[src/rtl/reg_skid_vr.sv]
`default_nettype none
// ============================================================================
// Module      : reg_skid_vr
// Description : Two-entry valid/ready register slice with a skid buffer.
//               o_data comes straight from the main register and o_ready
//               depends only on registered state and reset, so upstream
//               never sees a combinational path from i_ready.
// Revision    : 1.0 - initial release
// ============================================================================
module reg_skid_vr #(
  parameter int DATA_WIDTH = 32
) (
  input  logic                  i_clk,
  input  logic                  i_rst,
  input  logic                  i_valid,
  output logic                  o_ready,
  input  logic [DATA_WIDTH-1:0] i_data,
  output logic                  o_valid,
  input  logic                  i_ready,
  output logic [DATA_WIDTH-1:0] o_data,
  output logic [1:0]            o_cnt
);

  // State encoding doubles as the occupancy count.
  localparam logic [1:0] EMPTY = 2'd0;
  localparam logic [1:0] BUSY  = 2'd1;
  localparam logic [1:0] FULL  = 2'd2;

  logic [1:0]            state;
  logic [1:0]            next_state;
  logic [DATA_WIDTH-1:0] main_reg;
  logic [DATA_WIDTH-1:0] skid_reg;
  logic                  in_fire;
  logic                  out_fire;

  // Handshake qualifiers; o_ready is already held low during reset, so no
  // input transfer is recognised in a reset cycle.
  assign in_fire  = i_valid && o_ready;
  assign out_fire = o_valid && i_ready;

  // State register.
  always_ff @(posedge i_clk) begin
    if (i_rst) begin
      state <= EMPTY;
    end else begin
      state <= next_state;
    end
  end

  // Next-state logic.
  always_comb begin
    next_state = state;
    case (state)
      EMPTY: begin
        if (in_fire) begin
          next_state = BUSY;
        end
      end
      BUSY: begin
        if (in_fire && !out_fire) begin
          next_state = FULL;
        end else if (!in_fire && out_fire) begin
          next_state = EMPTY;
        end
      end
      FULL: begin
        if (out_fire) begin
          next_state = BUSY;
        end
      end
      default: next_state = EMPTY;
    endcase
  end

  // Output decode from registered state (plus reset for ready).
  always_comb begin
    o_valid = (state == BUSY) || (state == FULL);
    o_ready = ((state == EMPTY) || (state == BUSY)) && !i_rst;
    o_cnt   = state;
  end

  // Payload storage: main feeds the output, skid catches the word that
  // arrives while main is stalled.
  always_ff @(posedge i_clk) begin
    if (i_rst) begin
      main_reg <= '0;
      skid_reg <= '0;
    end else begin
      case (state)
        EMPTY: begin
          if (in_fire) begin
            main_reg <= i_data;
          end
        end
        BUSY: begin
          if (in_fire && out_fire) begin
            main_reg <= i_data;
          end else if (in_fire) begin
            skid_reg <= i_data;
          end
        end
        FULL: begin
          if (out_fire) begin
            main_reg <= skid_reg;
          end
        end
        default: begin
          main_reg <= main_reg;
        end
      endcase
    end
  end

  assign o_data = main_reg;

endmodule
`default_nettype wire

[config.mk]
export PLATFORM = sky130hd
export DESIGN_NAME = reg_skid_vr
export DESIGN_NICKNAME = d
export VERILOG_FILES = /design/src/rtl/reg_skid_vr.sv
export SDC_FILE = /design/constraint.sdc
export NUM_CORES = 1
export LEC_CHECK = 0
export ABC_AREA = 1
export BUFFER_PORTS_ARGS = -buffer_cell sky130_fd_sc_hd__buf_2
export CAP_MARGIN = 20
export CORE_MARGIN = 10
export CORE_UTILIZATION = 48
export DETAILED_ROUTE_END_ITERATION = 10
export MAX_ROUTING_LAYER = met4
export PLACE_DENSITY = 0.75
export SYNTH_ARGS = -nofsm -noshare
export SYNTH_HDL_FRONTEND = slang
export SYNTH_SLANG_ARGS = --single-unit
[constraint.sdc]
create_clock -name i_clk -period 1.8 [get_ports i_clk]
set_input_delay 0.09 -clock i_clk [delete_from_list [all_inputs] [get_ports i_clk]]
set_output_delay 0.09 -clock i_clk [all_outputs]
set_load 0.05 [all_outputs]
Word-level counts from Yosys, hierarchy flattened
Cells that the tools add are included.
{ "classes": {"eq_ne": 6, "muxes": 9, "bitwise": 1, "reduce_logical": 16} }
{ "op_table": {"columns": ["op", "count"], "rows": [
  ["2-to-1 mux 32 bit", 3],
  ["one-hot mux 32 bit (3 select lines)", 1],
  ["2-to-1 mux 2 bit", 4],
  ["logical AND 1 bit", 6],
  ["one-hot mux 2 bit (3 select lines)", 1],
  ["AND reduction 3 bit", 2],
  ["inequality test 2 bit, second input constant", 2],
  ["AND reduction 4 bit", 1],
  ["zero test 1 bit", 3],
  ["inequality test 3 bit, second input constant", 1],
  ["nonzero test 3 bit", 1],
  ["equality test 2 x 1 -> 1 bit, second input constant", 1],
  ["equality test 2 bit, second input constant", 1],
  ["zero test 2 bit", 1],
  ["logical OR 1 bit", 2],
  ["inequality test 2 x 1 -> 1 bit, second input constant", 1],
  ["inverter 1 bit", 1]
]} }
{ "totals": {"reg_bits": 66, "input_bits": 36, "output_inout_bits": 36, "word_cells": 35} }

Logic depth before layout (Yosys ltp)
Gate-level depths: netlist of the first run.
{ "depth": {"ltp_word": 9, "depth_mapped": 13, "mapped_depth_nobuf": 12} }

Worst setup path before layout of the first run
OpenSTA, ideal clock, no wires.
{ "synth_path": {"kind": "reg-to-reg", "from": "register state[0], in the netlist o_cnt[0]", "to": "register main_reg[0], in the netlist o_data[0]", "setup_time_ns": 0.113, "arrival_ns": 2.876, "t_required_ns": 1.687, "setup_slack_ns": -1.189, "path_stages_with_launch": 12, "path_buffers": 1, "period_less_slack_ns": 2.989, "cell_sequence": "dfxtp_1 -> ha_1 -> inv_1 -> a21oi_1 -> and2_1 -> ha_1 -> nor2_1 -> nor2_1 -> nand3_4 -> buf_6 -> nor2_1 -> nor2_1"} }
{ "synth_between": {"elab_chain_len": 7, "word_cells_on_any_way": 15, "cone_classes": "eq/ne: 5; mux: 1; reduce/logical: 9"} }
{ "synth_lines": {"columns": ["item", "line", "rtl"], "rows": [
  ["start, declared", "29", "logic [1:0] state;"],
  ["start signal, assigned", "46", "state <= next_state;"],
  ["equality test 2 x 1 -> 1 bit / zero test 2 bit (equally long branches)", "78", "o_ready = ((state == EMPTY) || (state == BUSY)) && !i_rst;"],
  ["logical OR 1 bit (*)", "78", null],
  ["logical AND 1 bit (*)", "78", null],
  ["via o_ready", "16", "output logic o_ready,"],
  ["logical AND 1 bit (*)", "38", "assign in_fire = i_valid && o_ready;"],
  ["logical AND 1 bit", "96", "if (in_fire && out_fire) begin"],
  ["inequality test 2 x 1 -> 1 bit (no source line)", null, null],
  ["AND reduction 4 bit (no source line) (*)", null, null],
  ["end signal, assigned", "92", "main_reg <= i_data;"],
  ["end signal, assigned", "97", "main_reg <= i_data;"],
  ["end signal, assigned", "104", "main_reg <= skid_reg;"],
  ["end, declared", "31", "logic [DATA_WIDTH-1:0] main_reg;"]
]} }
The timed path passes the listed nets; every way through them passes the cells marked *.
A chain may end at the register's enable or synchronous reset.

Worst setup path after layout of the first run
{ "layout_path": {"from": "register state[0], in the netlist o_cnt[0]", "to": "register main_reg[17], in the netlist o_data[17]"} }
{ "layout_between": {"elab_chain_len": 7, "word_cells_on_any_way": 15, "cone_classes": "eq/ne: 5; mux: 1; reduce/logical: 9"} }
{ "layout_lines": {"columns": ["item", "line"], "rows": [
  ["equality test 2 x 1 -> 1 bit / zero test 2 bit (equally long branches)", "77, 78, 89"],
  ["logical OR 1 bit", "78"],
  ["logical AND 1 bit", "78"],
  ["logical AND 1 bit", "38"],
  ["logical AND 1 bit", "96"],
  ["inequality test 2 x 1 -> 1 bit (no source line)", null],
  ["AND reduction 4 bit (no source line)", null]
]} }
Several ways; a longest one is shown, not always the timed one.

==> impl_metrics.tcl, run 1 <==
set metrics [dict create \
    powerDensity_nw_per_um2 1956 \
    routed_wl_um 7832 \
    io_buffer_count 71 \
    finalCritPeriodShare_pct 100.9 \
    final_cell_mix "nand2_1 (112), nor2_1 (79), buf_2 (71)" \
    vias 2983 \
    skew_ns 0.003408 \
    startpoint_type "flop" \
    drt_iter0_drc 189 \
    synth-seq-cells 66 \
    p_leak_uw 0.002005 \
    synth_fp_nets 498 \
    drive_above_1_share_pct 22.22 \
    core_sq_um 6026 \
    period_minus_slack_ns 1.816 \
    setup_ws_ns -0.01590 \
    grt_usage_pct 15.13 \
    gr-total-overflow 0 \
    diodes 0 \
    path_clk_slew_ns 0.07 \
    r2r_end "o_data[17]$_SDFFE_PP0P_" \
    endpoint_kind "flop" \
    grt_pass1_wl_um 12290 \
    syn_area_sq_um 3035 \
    cts.sinks 66 \
    place_ws_ns -0.03989 \
    holdCritPathClass "in -> reg" \
    cts_buffers 9 \
    instances_no_fill 615 \
    ys_warn_count 0 \
    io_pins 72 \
    cts_tree "yes" \
    dr.pass1.iters 4 \
    initial_core_util_pct 50.37 \
    min_to "skid_reg[23]$_SDFFE_PP0P_" \
    worstPathArrival_ns 2.09 \
    root_buffer "clkbuf_8" \
    dp_hpwl_um 4946 \
    std_cell_rows 28 \
    die_area_sq_um 9904 \
    design_area_sq_um 3918 \
    gp_congestion 0.9317 \
    die_x_um 99.52 \
    min-delay-start "i_data[23]" \
    power_uw 7664 \
    numPlacedInstances 584 \
    r2r-start "o_cnt[0]$_SDFFE_PP0P_" \
    dpl-instance-area_sq_um 3516 \
    slew_viol_final 0 \
    worstSkewPairLatency_ns 0.34 \
    wl_per_cell_um 12.73 \
    whs_path_depth 3 \
    grt_pass1_vias 2831 \
    syn-mean-instance-area_sq_um 6.671 \
    grt_max_degree 60 \
    synth-seq-area-share_pct 43.53 \
    setup_viol 4 \
    reg2reg_depth 13 \
    fin_nets 578 \
    crit_chain "inv_4 -> ha_4 -> inv_2 -> a21oi_4 -> and2_4 -> ha_4 -> nor2_2 -> nor2_2 -> nand3_4 -> buf_12 -> nand2_1 -> nand2_1 -> nor2_1" \
    final_common_cell "nand2_1" \
    cpMaxStageDelayCell "dfxtp_4" \
    ff2ff_setup_slack_ns -0.02 \
    max_freq_ghz 0.5507 \
    maxCapViolations 0 \
    antenna_left 0 \
    fill_cells 542 \
    area_delta_synth_final_pct 29.06 \
    rsz0062_at_grt "yes" \
    cts_buffer_depth 2 \
    drc 0 \
    synthCells 455 \
    ir_drop_uv 1270 \
    violations "setup timing" \
    viasPerCell 4.850 \
    cp_max_fo 47 \
    ys_types 19 \
    hold_ws_ns 0.008769 \
    max_slew_margin_pct 80.20 \
    antenna_found_initial 0 \
    required_ns 2.07 \
    hold_viol 0 \
    crit_type "reg -> reg" \
    cts_max_level 3 \
    worst_slew_pin_slew_ns 0.2966 \
    cpPeakStageDelay_ns 0.36 \
    fp.dieH_um 99.52 \
    status "finished, violations left" \
]
[worst max-delay path: cells and delay by family (launching register included)]
kind / cells / cell delay, ns
AOI/OAI and AO/OA: 1 / 0.14
adders and majority gates: 2 / 0.26
and+or+nand+nor: 7 / 0.67
DFF: 1 / 0.36
buffers and inverters: 3 / 0.31
[Yosys cell counts]
library cell / instances / area share [%]
or2_1: 1 / 0.21
clkbuf_1: 11 / 1.4
buf_4: 1 / 0.25
inv_1: 66 / 8.2
nand2_1: 113 / 14
buf_1: 3 / 0.37
inv_4: 1 / 0.21
buf_2: 5 / 0.82
o21bai_1: 1 / 0.25
nor2_1: 82 / 10
o21ai_1: 1 / 0.16
dfxtp_1: 66 / 44
nand3_4: 1 / 0.58
o21ai_0: 60 / 9.9
and2_1: 1 / 0.21
ha_1: 7 / 2.9
a21oi_1: 28 / 4.6
buf_6: 6 / 2.2
nor3_1: 1 / 0.16
[where the power goes]
| group | switching (uW) | internal (uW) | leakage [uW] |
|---|---|---|---|
| combinational | 3050 | 1170 | 0.00136 |
| sequential | 243 | 1940 | 0.000542 |
| clock | 537 | 716 | 0.000101 |
| total | 3830 | 3830 | 0.00201 |
[per-stage QoR]
step / TNS [ns] / utilization (%)
after floorplan: -16.10 / -
after global placement: 0 / 58.35
after detailed placement: -0.4211 / 58.35
after CTS: -0.05187 / 63.37
after global routing: -4.404 / 65.01
final: -0.02548 / 65.01
[final cells by class]
cell class                 instances  area (sq um)  area share [%]
clock buffer                      14         162.7           4.152
timing repair buffer              95         653.1           16.67
inverter                          67         264.0           6.739
multi-input combinational        296          1380           35.23
tap                               75         93.84           2.395
sequential                        66          1329           33.92
clock inverter                     2         35.03          0.8943
[worst max path at each step]
stage	start	to	depth (start not counted)
2_1_floorplan	o_cnt[0]$_SDFFE_PP0P_	o_data[0]$_SDFFE_PP0P_	11
3_3_place_gp	o_cnt[0]$_SDFFE_PP0P_	o_data[3]$_SDFFE_PP0P_	12
3_5_place_dp	o_cnt[0]$_SDFFE_PP0P_	o_data[22]$_SDFFE_PP0P_	13
4_1_cts	o_cnt[0]$_SDFFE_PP0P_	o_data[22]$_SDFFE_PP0P_	13
5_1_grt	o_cnt[0]$_SDFFE_PP0P_	o_data[17]$_SDFFE_PP0P_	13
6_report	o_cnt[0]$_SDFFE_PP0P_	o_data[17]$_SDFFE_PP0P_	13
[per-layer routing]
metal	GRT usage, %	up-vias	part of all wire [%]
met5	-	-	0
met4	6.946	0	1.6
met3	3.599	11	5.8
met2	25.40	82	47
met1	16.59	1349	45
li1	-	1541	-
[cells by family after synthesis]
group           after synthesis  synth area share (%)
fa+ha+maj                     7                 2.885
flops                        66                 43.53
simple gates                199                 25.27
buf+inv                      93                 13.40
compound gates               90                 14.92
[repair_timing]
item	CTS	global route
hold buffers	10	0
setup endpoints to repair	32	61
resized for setup	2	7
hold endpoints to repair	10	0
setup buffers	0	1
pin swaps	0	2
cloned	0	4
No activity file was read; power rests on OpenSTA's default activity.
==> run 2, diff against run 1 <==
Settings changed: GPL_TIMING_DRIVEN set to 0.
==> run 2 against run 1 <==
The run still ends with setup timing left. Critical path depth up 1. Total power up 16%. Clock power down 7%. Hold slack worse by 0.0021 ns. Combinational power up 30%. Utilization up 6.0 points. Sequential cell count unchanged.
==> impl_metrics.tcl, run 2 (synthesis gave the netlist of run 1 again) <==
set metrics [dict create \
    startpoint_type "flop" \
    drt_iter0_drc 144 \
    io_pins 72 \
    setup_viol 36 \
    area_delta_synth_final_pct 40.97 \
    cts_tree "yes" \
    antenna_left 0 \
    io_buffer_count 71 \
    viasPerCell 4.879 \
    path_clk_slew_ns 0.07 \
    grt_pass1_wl_um 13520 \
    p_leak_uw 0.002139 \
    die_x_um 99.52 \
    wl_per_cell_um 13.63 \
    period_minus_slack_ns 1.922 \
    slew_viol_final 0 \
    core_sq_um 6026 \
    dp_hpwl_um 5551 \
    met2_usage_pct 26.50 \
    fin_nets 607 \
    fp.dieH_um 99.52 \
    cts.sinks 66 \
    gr-total-overflow 0 \
    dpl-instance-area_sq_um 3587 \
    skew_ns 0.007063 \
    design_area_sq_um 4279 \
    cts_max_level 3 \
    powerDensity_nw_per_um2 2069 \
    dr.pass1.iters 4 \
    antenna_found_initial 0 \
    max_freq_ghz 0.5202 \
    use_met1_pct 19.53 \
    crit_type "reg -> reg" \
    violations "setup timing" \
    die_area_sq_um 9904 \
    gr-max-usage-layer "met2" \
    vias 3137 \
    final_cell_mix "nand2_1 (93), buf_2 (74), nor2_1 (65)" \
    routed_wl_um 8763 \
    final_common_cell "nand2_1" \
    fill_cells 481 \
    rsz0062_at_grt "yes" \
    setup_ws_ns -0.1223 \
    maxCapViolations 0 \
    worstPathArrival_ns 2.20 \
    initial_core_util_pct 50.37 \
    gp_congestion 0.8067 \
    std_cell_rows 28 \
    status "finished, violations left" \
    ir_drop_uv 1390 \
    worst_slew_pin_slew_ns 0.5169 \
    worstSkewPairLatency_ns 0.34 \
    grtUsageMet3_pct 5.467 \
    fin_util_pct 71.01 \
    diodes 0 \
    cp_max_fo 5 \
    finalCritPeriodShare_pct 106.8 \
    root_buffer "clkbuf_8" \
    required_ns 2.08 \
    grt_usage_pct 16.86 \
    drc 0 \
    cts_buffer_depth 2 \
    endpoint_kind "flop" \
    grt_max_degree 11 \
    max_slew_margin_pct 65.54 \
    cts_buffers 9 \
    drive_above_1_share_pct 31.34 \
    grt_pass1_vias 2955 \
    holdCritPathClass "in -> reg" \
    hold_viol 0 \
]
==> run 2: cell types whose count changed in the layout (fill, tap and decap cells not counted), moves of 5 or more <==
cell / before / now
nand2_1: 112 / 93
nand2_2: 1 / 16
o21ai_0: 58 / 43
nor2_1: 79 / 65
o21ai_1: 2 / 15
nor2_2: 3 / 15
buf_8: 0 / 8
clkbuf_1: 3 / 9
buf_4: 6 / 11
==> run 2: metrics by stage <==
step	hold slack, ns	instances	total power [uW]	TNS [ns]	setup WS (ns)
after detailed placement	0.3519	601	6491	-7.199	-0.2000
after global placement	0.3395	601	6410	-5.446	-0.1383
after global routing	0.004949	643	9390	-6.389	-0.2258
after CTS	0.002285	637	8129	-0.3231	-0.04271
after floorplan	0.2325	455	5580	-16.10	-0.3158
final	0.006685	643	8852	-3.024	-0.1223
==> run 2: final timing paths <==
kind / startpoint / endpoint / slack, ns / depth (start not counted)
hold reg to reg: skid_reg[31]$_SDFFE_PP0P_ / skid_reg[31]$_SDFFE_PP0P_ / 0.48 / 2
setup reg to reg: o_cnt[0]$_SDFFE_PP0P_ / o_data[9]$_SDFFE_PP0P_ / -0.12 / 14
setup / recovery: o_cnt[0]$_SDFFE_PP0P_ / o_data[9]$_SDFFE_PP0P_ / -0.12 / 14
hold / removal: i_data[11] / skid_reg[11]$_SDFFE_PP0P_ / 0.007 / 3
==> run 2: worst max-delay path, stage by stage, from the launching register on <==
cell	delay [ns]
dfxtp_4	0.37
inv_4	0.07
ha_4	0.15
inv_4	0.04
a21oi_4	0.13
and2_4	0.17
ha_4	0.14
nor2_4	0.03
nor2_4	0.11
nand3_4	0.11
buf_6	0.17
clkbuf_16	0.15
nand2_1	0.05
nand2_1	0.05
nor2_1	0.10
==> run 2: cell type report <==
class / count / area, sq um / share of cell area, %
multi-input cells: 296 / 1515 / 35.41
flip-flops and latches: 66 / 1329 / 31.05
repair buffers: 98 / 671.9 / 15.70
inverters: 67 / 269.0 / 6.287
plain buffers: 26 / 220.2 / 5.146
clock buffers: 13 / 170.2 / 3.977
well taps: 75 / 93.84 / 2.193
clock inverters: 2 / 10.01 / 0.2339
==> run 2: metal layers <==
layer | routed length [um] | vias to the layer above
met5 | 0 | -
met3 | 460 | 13
li1 | - | 1602
met4 | 102 | 0
met1 | 3842 | 1429
met2 | 4358 | 93
==> run 2: where the power goes <==
group	total (uW)	switching, uW	leakage, uW	internal [uW]
logic	5510	3580	0.00150	1930
clock network	1160	554	0.0000944	611
registers	2180	236	0.000542	1940
total	8850	4370	0.00214	4490
==> run 2: what timing repair did <==
action                                 4_1_cts  5_1_grt
setup buffers                               12        2
gates cloned                                 1        3
hold buffers                                 8        1
endpoints found under the hold margin        8        1
pin swaps                                    9       22
setup endpoints to repair                   65       51
gates resized for setup                     15       72
==> run 3, diff against run 2 <==
Settings changed: ABC_AREA 1 to not set, CORE_UTILIZATION 48 to 49, PLACE_DENSITY 0.75 to 0.76.
==> run 3 against run 2 <==
Area after synthesis increased by 6.3%. Utilization decreased by 2.1 points. Cell area increased by 2.8%. Highest routed layer unchanged. Combinational power decreased by 49%. Count of clock-buffer cells in the layout decreased by 4. Non-clock buffer count increased by 8. The run still ends with setup timing left. Global-route usage decreased by 0.78 points. Die area increased by 3.3%. Critical endpoint is now o_data[1]$_SDFFE_PP0P_. Via count decreased by 15%. Wire length decreased by 11%. Clock skew increased by 0.0019 ns. Total power decreased by 32%.
==> impl_metrics.tcl, run 3 <==
set metrics [dict create \
    ys.flop_type "dfxtp_1" \
    routed_wl_um 7798 \
    p_sw_share_pct 39.18 \
    finalCritPeriodShare_pct 108.1 \
    hold_ws_ns 0.008061 \
    required_ns 2.04 \
    core_sq_um 6386 \
    power_switching_uw 2373 \
    period_minus_slack_ns 1.945 \
    dr.pass1.iters 4 \
    initial_core_util_pct 50.51 \
    reg2reg_depth 10 \
    std_cell_rows 29 \
    synth_fp_nets 389 \
    max_freq_ghz 0.5140 \
    cts.sinks 66 \
    whs_path_depth 3 \
    power_uw 6058 \
    synthCells 346 \
    vias 2659 \
    tns_ns -4.267 \
    ys_types 22 \
    ys_top_cells_by_count "nand2_1 (67), dfxtp_1 (66), nor2_1 (37)" \
    fin_nets 507 \
    ys_warn_count 0 \
    yosysMostFrequentCell "nand2_1" \
    synth-async-reset-ratio_pct 0 \
    drt_iter0_drc 66 \
    yosys-top-cells-area "dfxtp_1 (41%), mux2_4 (14%), mux2i_1 (10%)" \
    status "finished, violations left" \
    combinationalPowerShare_pct 46.3 \
    grt_pass1_vias 2802 \
    max_slew_margin_pct 66.30 \
    skew_ns 0.008939 \
    path_clk_slew_ns 0.07 \
    setup_viol 34 \
    r2r_end "o_data[1]$_SDFFE_PP0P_" \
    die_x_um 101.1 \
    hold_viol 0 \
    synth_top_area_cell "dfxtp_1" \
    die_area_sq_um 10230 \
    drive_above_1_share_pct 34.12 \
    grt_usage_pct 16.07 \
    cts_buffer_depth 2 \
    fp.dieH_um 101.1 \
    grt_pass1_wl_um 13120 \
    slew_viol_final 0 \
    holdCritPathClass "in -> reg" \
    synth-seq-area-share_pct 40.96 \
    min_to "skid_reg[11]$_SDFFE_PP0P_" \
    p_leak_uw 0.001977 \
    syn-mean-instance-area_sq_um 9.323 \
    syn_area_sq_um 3226 \
    worst_slew_pin_slew_ns 0.5055 \
    drc 0 \
    root_buffer "clkbuf_8" \
    ir_drop_uv 911.5 \
    cts_max_level 3 \
    worstPathArrival_ns 2.18 \
    crit_type "reg -> reg" \
    diodes 0 \
    setup_ws_ns -0.1454 \
    violations "setup timing" \
    final_cell_mix "buf_2 (77), nand2_1 (66), dfxtp_1 (64)" \
    cts_buffers 9 \
    p_int_uw 3685 \
    startpoint_type "flop" \
    yosysTopAreaCellShare_pct 40.96 \
    ff2ff_setup_slack_ns -0.15 \
    cp_max_fo 10 \
    maxCapViolations 0 \
    final_common_cell "buf_2" \
    endpoint_kind "flop" \
    gr-total-overflow 0 \
    powerDensity_nw_per_um2 1377 \
    clkPwrFrac_pct 22.9 \
    dp_hpwl_um 5216 \
    area_delta_synth_final_pct 36.35 \
    io_pins 72 \
    antenna_found_initial 0 \
    min-delay-start "i_data[11]" \
    io_buffer_count 71 \
    cts_tree "yes" \
    viasPerCell 4.870 \
    worstSkewPairLatency_ns 0.35 \
    rsz0062_at_grt "yes" \
    antenna_left 0 \
    synth_edf_count 0 \
    sequentialPowerShare_pct 30.8 \
    wl_per_cell_um 14.28 \
    synth-seq-cells 66 \
    gp_congestion 0.7576 \
    grt_max_degree 13 \
    r2r-start "o_cnt[0]$_SDFFE_PP0P_" \
]
## run 3: changes by cell type after synthesis, moves of 4 or more
| cell | previous run | this run |
|---|---|---|
| a21oi_1 | 28 | 32 |
| and2b_1 | 0 | 14 |
| buf_2 | 5 | 9 |
| inv_1 | 66 | 5 |
| mux2_4 | 0 | 30 |
| mux2i_1 | 0 | 33 |
| nand2_1 | 113 | 67 |
| nor2_1 | 82 | 37 |
| nor2b_1 | 0 | 18 |
| o21ai_0 | 60 | 1 |
## run 3: routing by layer
metal,global-route usage (%),part of all wire [%]
met4,4.502,1.0
met5,-,0
met1,18.28,45
met2,26.66,50
met3,4.969,4.8
## run 3: repair_timing
item                       CTS  global route
hold endpoints to repair    29             0
hold buffers                29             0
setup endpoints to repair   63            64
setup buffers                5             2
pin swaps                    1             0
gates resized for setup     14             4
## run 3: how the worst max path moves through the flow
stage | slack, ns | endpoint | from | cells past startpoint
floorplan | -0.39 | o_data[10]$_SDFFE_PP0P_ | o_cnt[1]$_SDFFE_PP0P_ | 10
global placement | -0.22 | skid_reg[20]$_SDFFE_PP0P_ | o_cnt[1]$_SDFFE_PP0P_ | 10
detailed placement | -0.25 | skid_reg[12]$_SDFFE_PP0P_ | o_cnt[1]$_SDFFE_PP0P_ | 10
CTS | -0.14 | o_data[11]$_SDFFE_PP0P_ | o_cnt[0]$_SDFFE_PP0P_ | 10
global route | -0.20 | o_data[2]$_SDFFE_PP0P_ | o_cnt[0]$_SDFFE_PP0P_ | 10
finish | -0.15 | o_data[1]$_SDFFE_PP0P_ | o_cnt[0]$_SDFFE_PP0P_ | 10
## run 3: critical path, stage by stage, from the launching register on
cell and delay [ns]:
dfxtp_4 0.39, inv_4 0.05, ha_4 0.16, nor2_4 0.09
nor2_4 0.05, and2_4 0.15, ha_4 0.14, nand2b_4 0.13
o2111ai_4 0.13, buf_8 0.22, mux2_4 0.31
## run 3: cells by family after synthesis
family,count (synthesis),synth area share (%)
flops,66,40.96
compound gates,35,6.245
fa+ha+maj,7,2.715
mux,66,25.25
simple gates,142,20.17
buf+inv,30,4.655
## run 3: power by group through the flow
stage               Combinational (uW)  Clock, uW  Sequential, uW
floorplan                         1350          0            2630
global placement                  2530          0            1890
detailed placement                2560          0            1900
CTS                               2750       1400            1860
global route                      2980       1470            1900
finish                            2810       1390            1860
## run 3: final cells by class
class	instances	area, sq um
Multi-Input combinational cell	250	1826
Clock buffer	9	123.9
Clock inverter	7	92.59
Inverter	5	23.77
Timing Repair Buffer	107	701.9
Sequential cell	66	1329
Buffer	25	205.2
Fill cell	517	1988
Tap cell	77	96.34
## run 3: per-stage QoR
stage	instances	area [sq um]	worst slack (ns)	utilization [%]
after floorplan	346	3331	-0.3880	-
after global placement	494	3782	-0.2169	59.23
after detailed placement	494	3782	-0.2518	59.23
after CTS	544	4369	-0.1393	68.42
after global routing	546	4398	-0.2014	68.87
final	546	4398	-0.1454	68.87
